$ cat src/rtl/spi_pkg.sv
// Shared definitions for the SPI master engine: state encoding, byte geometry,
// divider limits and the divider counter width helper.
package spi_pkg;

   localparam logic [2:0] ENC_IDLE  = 3'd0;
   localparam logic [2:0] ENC_LEAD  = 3'd1;
   localparam logic [2:0] ENC_SHIFT = 3'd2;
   localparam logic [2:0] ENC_DONE  = 3'd3;
   localparam logic [2:0] ENC_TRAIL = 3'd4;

   typedef enum logic [2:0] {
      IDLE  = ENC_IDLE,
      LEAD  = ENC_LEAD,
      SHIFT = ENC_SHIFT,
      DONE  = ENC_DONE,
      TRAIL = ENC_TRAIL
   } state_t;

   localparam int CLK_DIV_MIN = 2;
   localparam int BYTE_BITS   = 8;

   // A divide-by-2 counter still needs one bit.
   function automatic int cnt_width(input int div);
      return (div <= 2) ? 1 : $clog2(div);
   endfunction

endpackage

$ cat src/rtl/spi_tick_gen.sv
// Divider for the SPI engine: one-cycle tick every CLK_DIV clocks, restarted
// by a synchronous clear so every state begins with a full period.
module spi_tick_gen
   import spi_pkg::*;
#(
   parameter int CLK_DIV = 4
) (
   input  logic clk,
   input  logic rst,
   input  logic clr,
   output logic tick
);

   localparam int DIV = (CLK_DIV < CLK_DIV_MIN) ? CLK_DIV_MIN : CLK_DIV;
   localparam int CW  = cnt_width(DIV);
   localparam logic [CW-1:0] LAST = CW'(DIV - 1);

   logic [CW-1:0] cnt_q;

   always_ff @(posedge clk) begin
      if (rst || clr || (cnt_q == LAST)) begin
         cnt_q <= '0;
      end else begin
         cnt_q <= cnt_q + 1'b1;
      end
   end

   assign tick = (cnt_q == LAST);

endmodule

$ cat src/rtl/spi_master_engine.sv
// SPI mode-0 master shift engine: pops bytes from the TX FIFO, shifts them out
// on MOSI while capturing MISO, and strobes each received byte into the RX FIFO.
module spi_master_engine
   import spi_pkg::*;
#(
   parameter int CLK_DIV   = 4,
   parameter bit MSB_FIRST = 1'b1
) (
   input  logic       clk,
   input  logic       rst,
   input  logic [7:0] txdin,
   input  logic       txgo,
   output logic       txrdy,
   output logic [7:0] rxdout,
   output logic       rxnew,
   input  logic       MISO,
   output logic       MOSI,
   output logic       SCLK,
   output logic       SS1
);

   localparam int HALF_W = $clog2(2 * BYTE_BITS);
   localparam logic [HALF_W-1:0] LAST_HALF = HALF_W'(2 * BYTE_BITS - 1);

   function automatic logic head_bit(input logic [7:0] b);
      return MSB_FIRST ? b[7] : b[0];
   endfunction

   function automatic logic [7:0] shift_in(input logic [7:0] b, input logic s);
      return MSB_FIRST ? {b[6:0], s} : {s, b[7:1]};
   endfunction

   state_t            state_q, state_d;
   logic              tick;
   logic              cnt_clr;
   logic [HALF_W-1:0] half_q;
   logic [7:0]        sr_q;
   logic              mosi_q, sclk_q, ss1_q;
   logic [7:0]        rxdout_q;

   logic load, rise_ev, fall_ev, last_fall, to_trail, trail_end;

   spi_tick_gen #(
      .CLK_DIV (CLK_DIV)
   ) u_tick (
      .clk  (clk),
      .rst  (rst),
      .clr  (cnt_clr),
      .tick (tick)
   );

   always_ff @(posedge clk) begin
      if (rst) begin
         state_q <= IDLE;
      end else begin
         state_q <= state_d;
      end
   end

   always_comb begin
      state_d   = state_q;
      load      = 1'b0;
      rise_ev   = 1'b0;
      fall_ev   = 1'b0;
      last_fall = 1'b0;
      to_trail  = 1'b0;
      trail_end = 1'b0;
      case (state_q)
         IDLE: begin
            if (txgo) begin
               load    = 1'b1;
               state_d = LEAD;
            end
         end
         LEAD: begin
            if (tick) begin
               state_d = SHIFT;
            end
         end
         SHIFT: begin
            // Even half-periods end on a rising SCLK edge, odd ones on a falling edge.
            if (tick) begin
               if (!half_q[0]) begin
                  rise_ev = 1'b1;
               end else begin
                  fall_ev = 1'b1;
                  if (half_q == LAST_HALF) begin
                     last_fall = 1'b1;
                     state_d   = DONE;
                  end
               end
            end
         end
         DONE: begin
            if (txgo) begin
               load    = 1'b1;
               state_d = SHIFT;
            end else begin
               to_trail = 1'b1;
               state_d  = TRAIL;
            end
         end
         TRAIL: begin
            if (tick) begin
               trail_end = 1'b1;
               state_d   = IDLE;
            end
         end
         default: state_d = IDLE;
      endcase
   end

   // Restart the divider on every state change so each phase gets full periods.
   assign cnt_clr = (state_d != state_q);

   always_ff @(posedge clk) begin
      if (rst || (state_q != SHIFT)) begin
         half_q <= '0;
      end else if (tick) begin
         half_q <= half_q + 1'b1;
      end
   end

   // Shift register carries no reset: it is always reloaded before use.
   always_ff @(posedge clk) begin
      if (load) begin
         sr_q <= txdin;
      end else if (rise_ev) begin
         sr_q <= shift_in(sr_q, MISO);
      end
   end

   always_ff @(posedge clk) begin
      if (rst) begin
         mosi_q   <= 1'b1;
         sclk_q   <= 1'b0;
         ss1_q    <= 1'b1;
         rxdout_q <= 8'h00;
      end else begin
         if (load) begin
            mosi_q <= head_bit(txdin);
            ss1_q  <= 1'b0;
         end
         if (rise_ev) begin
            sclk_q <= 1'b1;
         end
         if (fall_ev) begin
            sclk_q <= 1'b0;
            if (!last_fall) begin
               mosi_q <= head_bit(sr_q);
            end
         end
         if (last_fall) begin
            rxdout_q <= sr_q;
         end
         if (to_trail) begin
            mosi_q <= 1'b1;
         end
         if (trail_end) begin
            ss1_q <= 1'b1;
         end
      end
   end

   assign txrdy  = (state_q == IDLE) || (state_q == DONE);
   assign rxnew  = (state_q == DONE);
   assign rxdout = rxdout_q;
   assign MOSI   = mosi_q;
   assign SCLK   = sclk_q;
   assign SS1    = ss1_q;

endmodule

$ cat config.mk
export PLATFORM = sky130hd
export DESIGN_NAME = spi_master_engine
export DESIGN_NICKNAME = d
export VERILOG_FILES = /design/src/rtl/spi_pkg.sv /design/src/rtl/spi_tick_gen.sv /design/src/rtl/spi_master_engine.sv
export SDC_FILE = /design/constraint.sdc
export NUM_CORES = 1
export LEC_CHECK = 0
export CORE_MARGIN = 3
export CORE_UTILIZATION = 37
export CTS_CLUSTER_DIAMETER = 30
export DETAILED_ROUTE_END_ITERATION = 10
export HOLD_SLACK_MARGIN = 0.06
export SLEW_MARGIN = 20
export SYNTH_ARGS = -nofsm -noshare
export SYNTH_HDL_FRONTEND = slang
export SYNTH_SLANG_ARGS = --single-unit
$ cat constraint.sdc
create_clock -name clk -period 1.6 [get_ports clk]
set_input_delay 0.4 -clock clk [delete_from_list [all_inputs] [get_ports clk]]
set_output_delay 0.4 -clock clk [all_outputs]
set_load 0.01 [all_outputs]
==> results.md, run 1 <==
* Share of the synthesized area in the top cell type at 0.310
* # hold bufs at CTS at 0
* Worst vdd ir at 0.000472 V
* Core Area at 0.00318 sq mm
* Global Route Usage Sum at 0.145
* Run status: completed
* Htree depth at 1
* Synth area leader: dfxtp_1
* WL final at 2.66 mm
* Worst setup SP type: primary input
* Drt pass-1 iters at 4
* Worst skew pair latency at 330 ps
* Vias in the first global route at 988
* Die ar. at 0.00423 sq mm
* Starting density of the core at 0.406
* Sum Neg Setup Slack at 0 ps
* Met1 Track Usage GR at 0.182
* Share of cells above drive strength 1 at 0.303
* Sequential fraction of the synthesis area at 0.496
* First-pass GRT wire length at 4.71 mm
* Ys Warns at 0
* Reg clk slew, reported paths at 140 ps
* # setup viols final at 0
* Library cells used by synthesis at 32
* Hold Violations, Final at 0
* Pwr/cell area at 805 mW/mm^2
* Residual DRC at 0
* Grt total ovfl at 0
* Period utilization at 0.963
* Routed wire per std cell at 13.4 microns
* Root buffer cell: clkbuf_4
* Post-route setup slack at 58.9 ps
* Via Count at 963
* Slew HR at 0.763
* WP data required at 1860 ps
* Slew Limit Fails at 0
* RSZ-0062 raised after global routing: no
* Minimum clock period at 1540 ps
* Most common cell in the netlist: nor2_1
* Max Clk Rate at 649 MHz
* EDFF count, synth at 8
* Final RePlAce weighted congestion at 0.794
* Row count at 20
* Die Ht at 65.1 microns
* Hold Crit Class: reg -> reg
* Crit path DAT at 1800 ps
* Hold slack at 481 ps
* CP Capture Type: flip-flop
* CTS tree: yes
* Critical path type: in -> reg
* Area growth from synthesis to layout at 35.0%
* Worst Skew at 9.34 ps
* Routing usage on met2 at 0.243
* Yosys reg bits at 28
* Largest net degree at the start of global routing at 17
* GRT busiest layer: met2
* ANT nets after route at 0
* Io pins at 25
* IO Port Bufs at 24
* Via-to-Cell Ratio at 4.84
* Synth Instances at 116
* CP max FO at 4
* Die Span X at 65.1 microns
* 1st-iter DRT viols at 31
* Pre-CTS setup slack at -279 ps
* Slew @ Worst Pin at 355 ps
* Async set or reset register ratio after synthesis at 0
* CTS Sinks at 28
* Syn Nets at 130
* Num CTS Buffers at 3
* Nets at 170
* Synthesized area at 0.00129 sq mm
* Initial antenna violation count at 0
* Max-cap violations at 0
* Hpwl dp at 2.01 mm
* Synthesized area per cell at 11.1 sq um
* Pleak at 0.686 nW
* Antenna Cells at 0
* Area contributors post-synth: dfxtp_1 (31%), edfxtp_1 (19%), mux2i_1 (9.3%), mux2_2 (7.8%), nor2_1 (6.1%)
* Clock buffer depth at 2
* Met3 GRT Util at 0.0295
* Ys flop type: dfxtp_1
* Most frequent cells after synthesis: nor2_1 (21), dfxtp_1 (20), mux2i_1 (12)
[power by group]
group	switching [mW]	internal, mW
registers	0.0171	0.761
clock network	0.210	0.254
logic	0.0667	0.0950
[worst max-delay path: stages]
cell and delay, ps:
clkdlybuf4s50_1 470, buf_4 110, nor2b_1 70, a2111oi_4 430, nand3b_1 140, mux2i_1 180
[sequential cells by signal (all words and copies together) (netlist names)]
register / count
rxdout: 8
sr_q: 8
half_q: 4
state_q: 3
u_tick.cnt_q: 2
MOSI: 1
SCLK: 1
SS1: 1
[what timing repair did]
action                     CTS  global route
setup buffers                1             0
pin swaps                    3             3
gates cloned                 0             0
setup endpoints to repair   15             4
resized for setup           26            10
[final timing paths]
check,startpoint,to,slack (ps),cells after the start
worst min-delay path,SCLK,SCLK,480,2
worst max-delay path,txgo,u_tick.cnt_q[1],60,6
worst max register to register,u_tick.cnt_q[0],u_tick.cnt_q[1],70,6
worst min register to register,SCLK,SCLK,480,2
[layer usage]
layer | vias up | wire (microns)
met4 | 0 | 30
met1 | 456 | 1200
met3 | 4 | 117
met2 | 21 | 1310
li1 | 482 | -
met5 | - | 0
[logic make-up after synthesis]
group | synth area share
and+or+nand+nor | 0.156
DFF | 0.496
muxes | 0.172
buffers and inverters | 0.0552
AOI/OAI and AO/OA | 0.0746
xor gates and xnor gates | 0.0271
adders and majority gates | 0.0194
[layout make-up]
type	count	area, sq um
Clock inverter	1	30.0
Inverter	4	15.0
Multi-Input combinational cell	77	604
Timing Repair Buffer	42	365
Sequential cell	28	651
Clock buffer	3	22.5
Tap cell	44	55.1
Fill cell	301	1440
[cells in the final DEF (no fill, tap or decap), types with 2 or more instances in the layout]
cell              n
inv_1             3
clkbuf_4          3
nand2_1           5
nand3b_1          2
clkdlybuf4s50_1  11
edfxtp_1          8
xor2_1            2
dfxtp_2           2
buf_4            16
nor3_1            2
o21ai_0           2
dfxtp_1          16
nor2_1           20
mux2i_1          12
buf_6             3
dlygate4sd2_1    11
mux2_2            9
dfxtp_4           2
a31oi_1           2
[stage by stage]
| stage | util | total power [mW] | cell area, sq um | cells |
|---|---|---|---|---|
| 2_1_floorplan | - | 0.880 | 1290 | 116 |
| 3_3_place_gp | 0.522 | 0.954 | 1660 | 194 |
| 3_5_place_dp | 0.522 | 0.959 | 1660 | 194 |
| 4_1_cts | 0.538 | 1.42 | 1710 | 199 |
| 5_1_grt | 0.548 | 1.47 | 1740 | 199 |
| 6_report | 0.548 | 1.40 | 1740 | 199 |
Note: power is estimated with default switching activity, not from simulation.
==> inputs of run 2 (changes only) <==
- PLACE_DENSITY_LB_ADDON: unset -> 0.25
==> run 2 against run 1 <==
Compared with the run above: register-to-register slack about the same; flip-flop and latch count unchanged; maximum frequency increased by 0.33%; global-route usage decreased by 0.56 points; clock skew decreased by 1.8 ps; utilization increased by 0.98 points; final area increased by 1.8%; critical path type is now reg -> reg; critical endpoint unchanged; largest power group unchanged; highest routed layer unchanged.
==> results.md, run 2 (same netlist as run 1, synthesis figures left out) <==
* Vias in the first global route at 959
* Pleak at 0.694 nW
* Hold slack at 479 ps
* Minimum clock period at 1540 ps
* # setup viols final at 0
* Initial antenna violation count at 0
* 1st-iter DRT viols at 31
* Final RePlAce weighted congestion at 0.811
* Num CTS Buffers at 3
* Max stage delay on crit path at 390 ps
* Worst Skew at 7.56 ps
* IO Port Bufs at 24
* Core Area at 0.00318 sq mm
* Hold Crit Class: reg -> reg
* Period utilization at 0.960
* Routed wire per std cell at 12.8 microns
* Largest net degree at the start of global routing at 17
* CP Capture Type: flip-flop
* Nets at 170
* Worst vdd ir at 0.000359 V
* ANT nets after route at 0
* Grt total ovfl at 0
* Routed wl met3 at 103 microns
* Global Route Usage Sum at 0.139
* Cell mode on critical path: buf_6
* Reg clk slew, reported paths at 140 ps
* Die Ht at 65.1 microns
* CP max FO at 5
* Max-cap violations at 0
* Drt pass-1 iters at 4
* CTS tree: yes
* CP cell instances: buf_6, buf_6, o21a_1, a2111oi_4, nand3b_1, mux2i_1
* WL final at 2.55 mm
* Run status: completed
* Root buffer cell: clkbuf_4
* WP data required at 1860 ps
* DR top layer: met4
* CTS Sinks at 28
* Share of cells above drive strength 1 at 0.303
* Crit path DAT at 1800 ps
* Critical path type: reg -> reg
* Starting density of the core at 0.406
* Antenna Cells at 0
* Htree depth at 1
* Most common library cell in the layout ignoring fill and taps: nor2_1
* Via Count at 951
* Pwr/cell area at 797 mW/mm^2
* Final core utilization at 0.558
* Worst setup SP type: flip-flop
* WL met1 at 1.18 mm
* # hold bufs at CTS at 0
* Area growth from synthesis to layout at 37.4%
* Row count at 20
* Worst skew pair latency at 330 ps
* Slowest-stage cell, CP: dfxtp_4
* Slew Limit Fails at 0
* Power Total at 1.41 mW
* Max Clk Rate at 651 MHz
* Via-to-Cell Ratio at 4.78
* Hpwl dp at 1.98 mm
* Routed met2 length at 1.25 mm
* RSZ-0062 raised after global routing: yes
* Hold Violations, Final at 0
* Fill cells at 305
* First-pass GRT wire length at 4.57 mm
* Io pins at 25
* Clock buffer depth at 2
* Slew HR at 0.773
* Residual DRC at 0
* Most used cells in the layout excluding fill and tap cells: nor2_1 (20), dfxtp_1 (16), buf_4 (13)
* Slew @ Worst Pin at 341 ps
* Die Span X at 65.1 microns
* Die ar. at 0.00423 sq mm
## run 2: cell types whose count changed in the layout (fill, tap and decap cells not counted)
cell      previous run  this run
buf_6                3         5
buf_4               16        13
xor2_4               0         1
clkbuf_2             0         1
buf_2                1         0
xor2_2               1         0
buf_12               0         1
## run 2: what timing repair did
action | CTS | global route
pin swaps | 1 | 7
endpoints found under the setup margin | 18 | 10
gates resized for setup | 25 | 13
setup buffers | 1 | 1
cloned | 0 | 0
## run 2: critical path, delay by kind of cell (launching register included)
family,cells,cell delay [ps]
multiplexers,1,130
buffers and inverters,2,240
flip-flops,1,390
AND/OR/NAND/NOR,1,120
AO/OA/AOI/OAI,2,590
## run 2: worst paths after layout
kind	start	to	slack (ps)	cells past startpoint
worst max-delay path	state_q[0]	u_tick.cnt_q[1]	60	6
worst min register to register	SCLK	SCLK	480	2
worst max register to register	state_q[0]	u_tick.cnt_q[1]	60	6
worst min-delay path	SCLK	SCLK	480	2
## run 2: cell type report
class                   instances  area, sq um  area share
clock buffers                   3         22.5      0.0127
multi-input cells              77          616       0.347
clock inverters                 1         30.0      0.0169
flip-flops and latches         28          651       0.367
repair buffers                 42          385       0.217
inverters                       4         15.0     0.00846
well taps                      44         55.1      0.0310
## run 2: power breakdown
group          internal (mW)  switching [mW]
clock network          0.253           0.207
registers              0.761          0.0172
logic                  0.106          0.0689
## run 2: routing by layer
layer  GRT usage  vias up
li1            -      487
met2       0.215       13
met5           0        -
met3      0.0329        2
met4      0.0466        0
met1       0.190      449
## run 2: per-stage QoR
step / instances / setup slack [ps] / setup TNS, ps / cell area, sq um
after floorplan: 116 / 11.9 / 0 / 1290
after global placement: 193 / -238 / -4320 / 1660
after detailed placement: 193 / -255 / -4700 / 1660
after CTS: 198 / -50.8 / -50.8 / 1730
after global routing: 199 / -46.5 / -84.3 / 1770
final: 199 / 64.1 / 0 / 1770
==> inputs of run 3 (changes only) <==
- CAP_MARGIN: unset -> 20
==> results of run 3 <==
No change in the layout: final DEF, timing and power equal those of run 2.
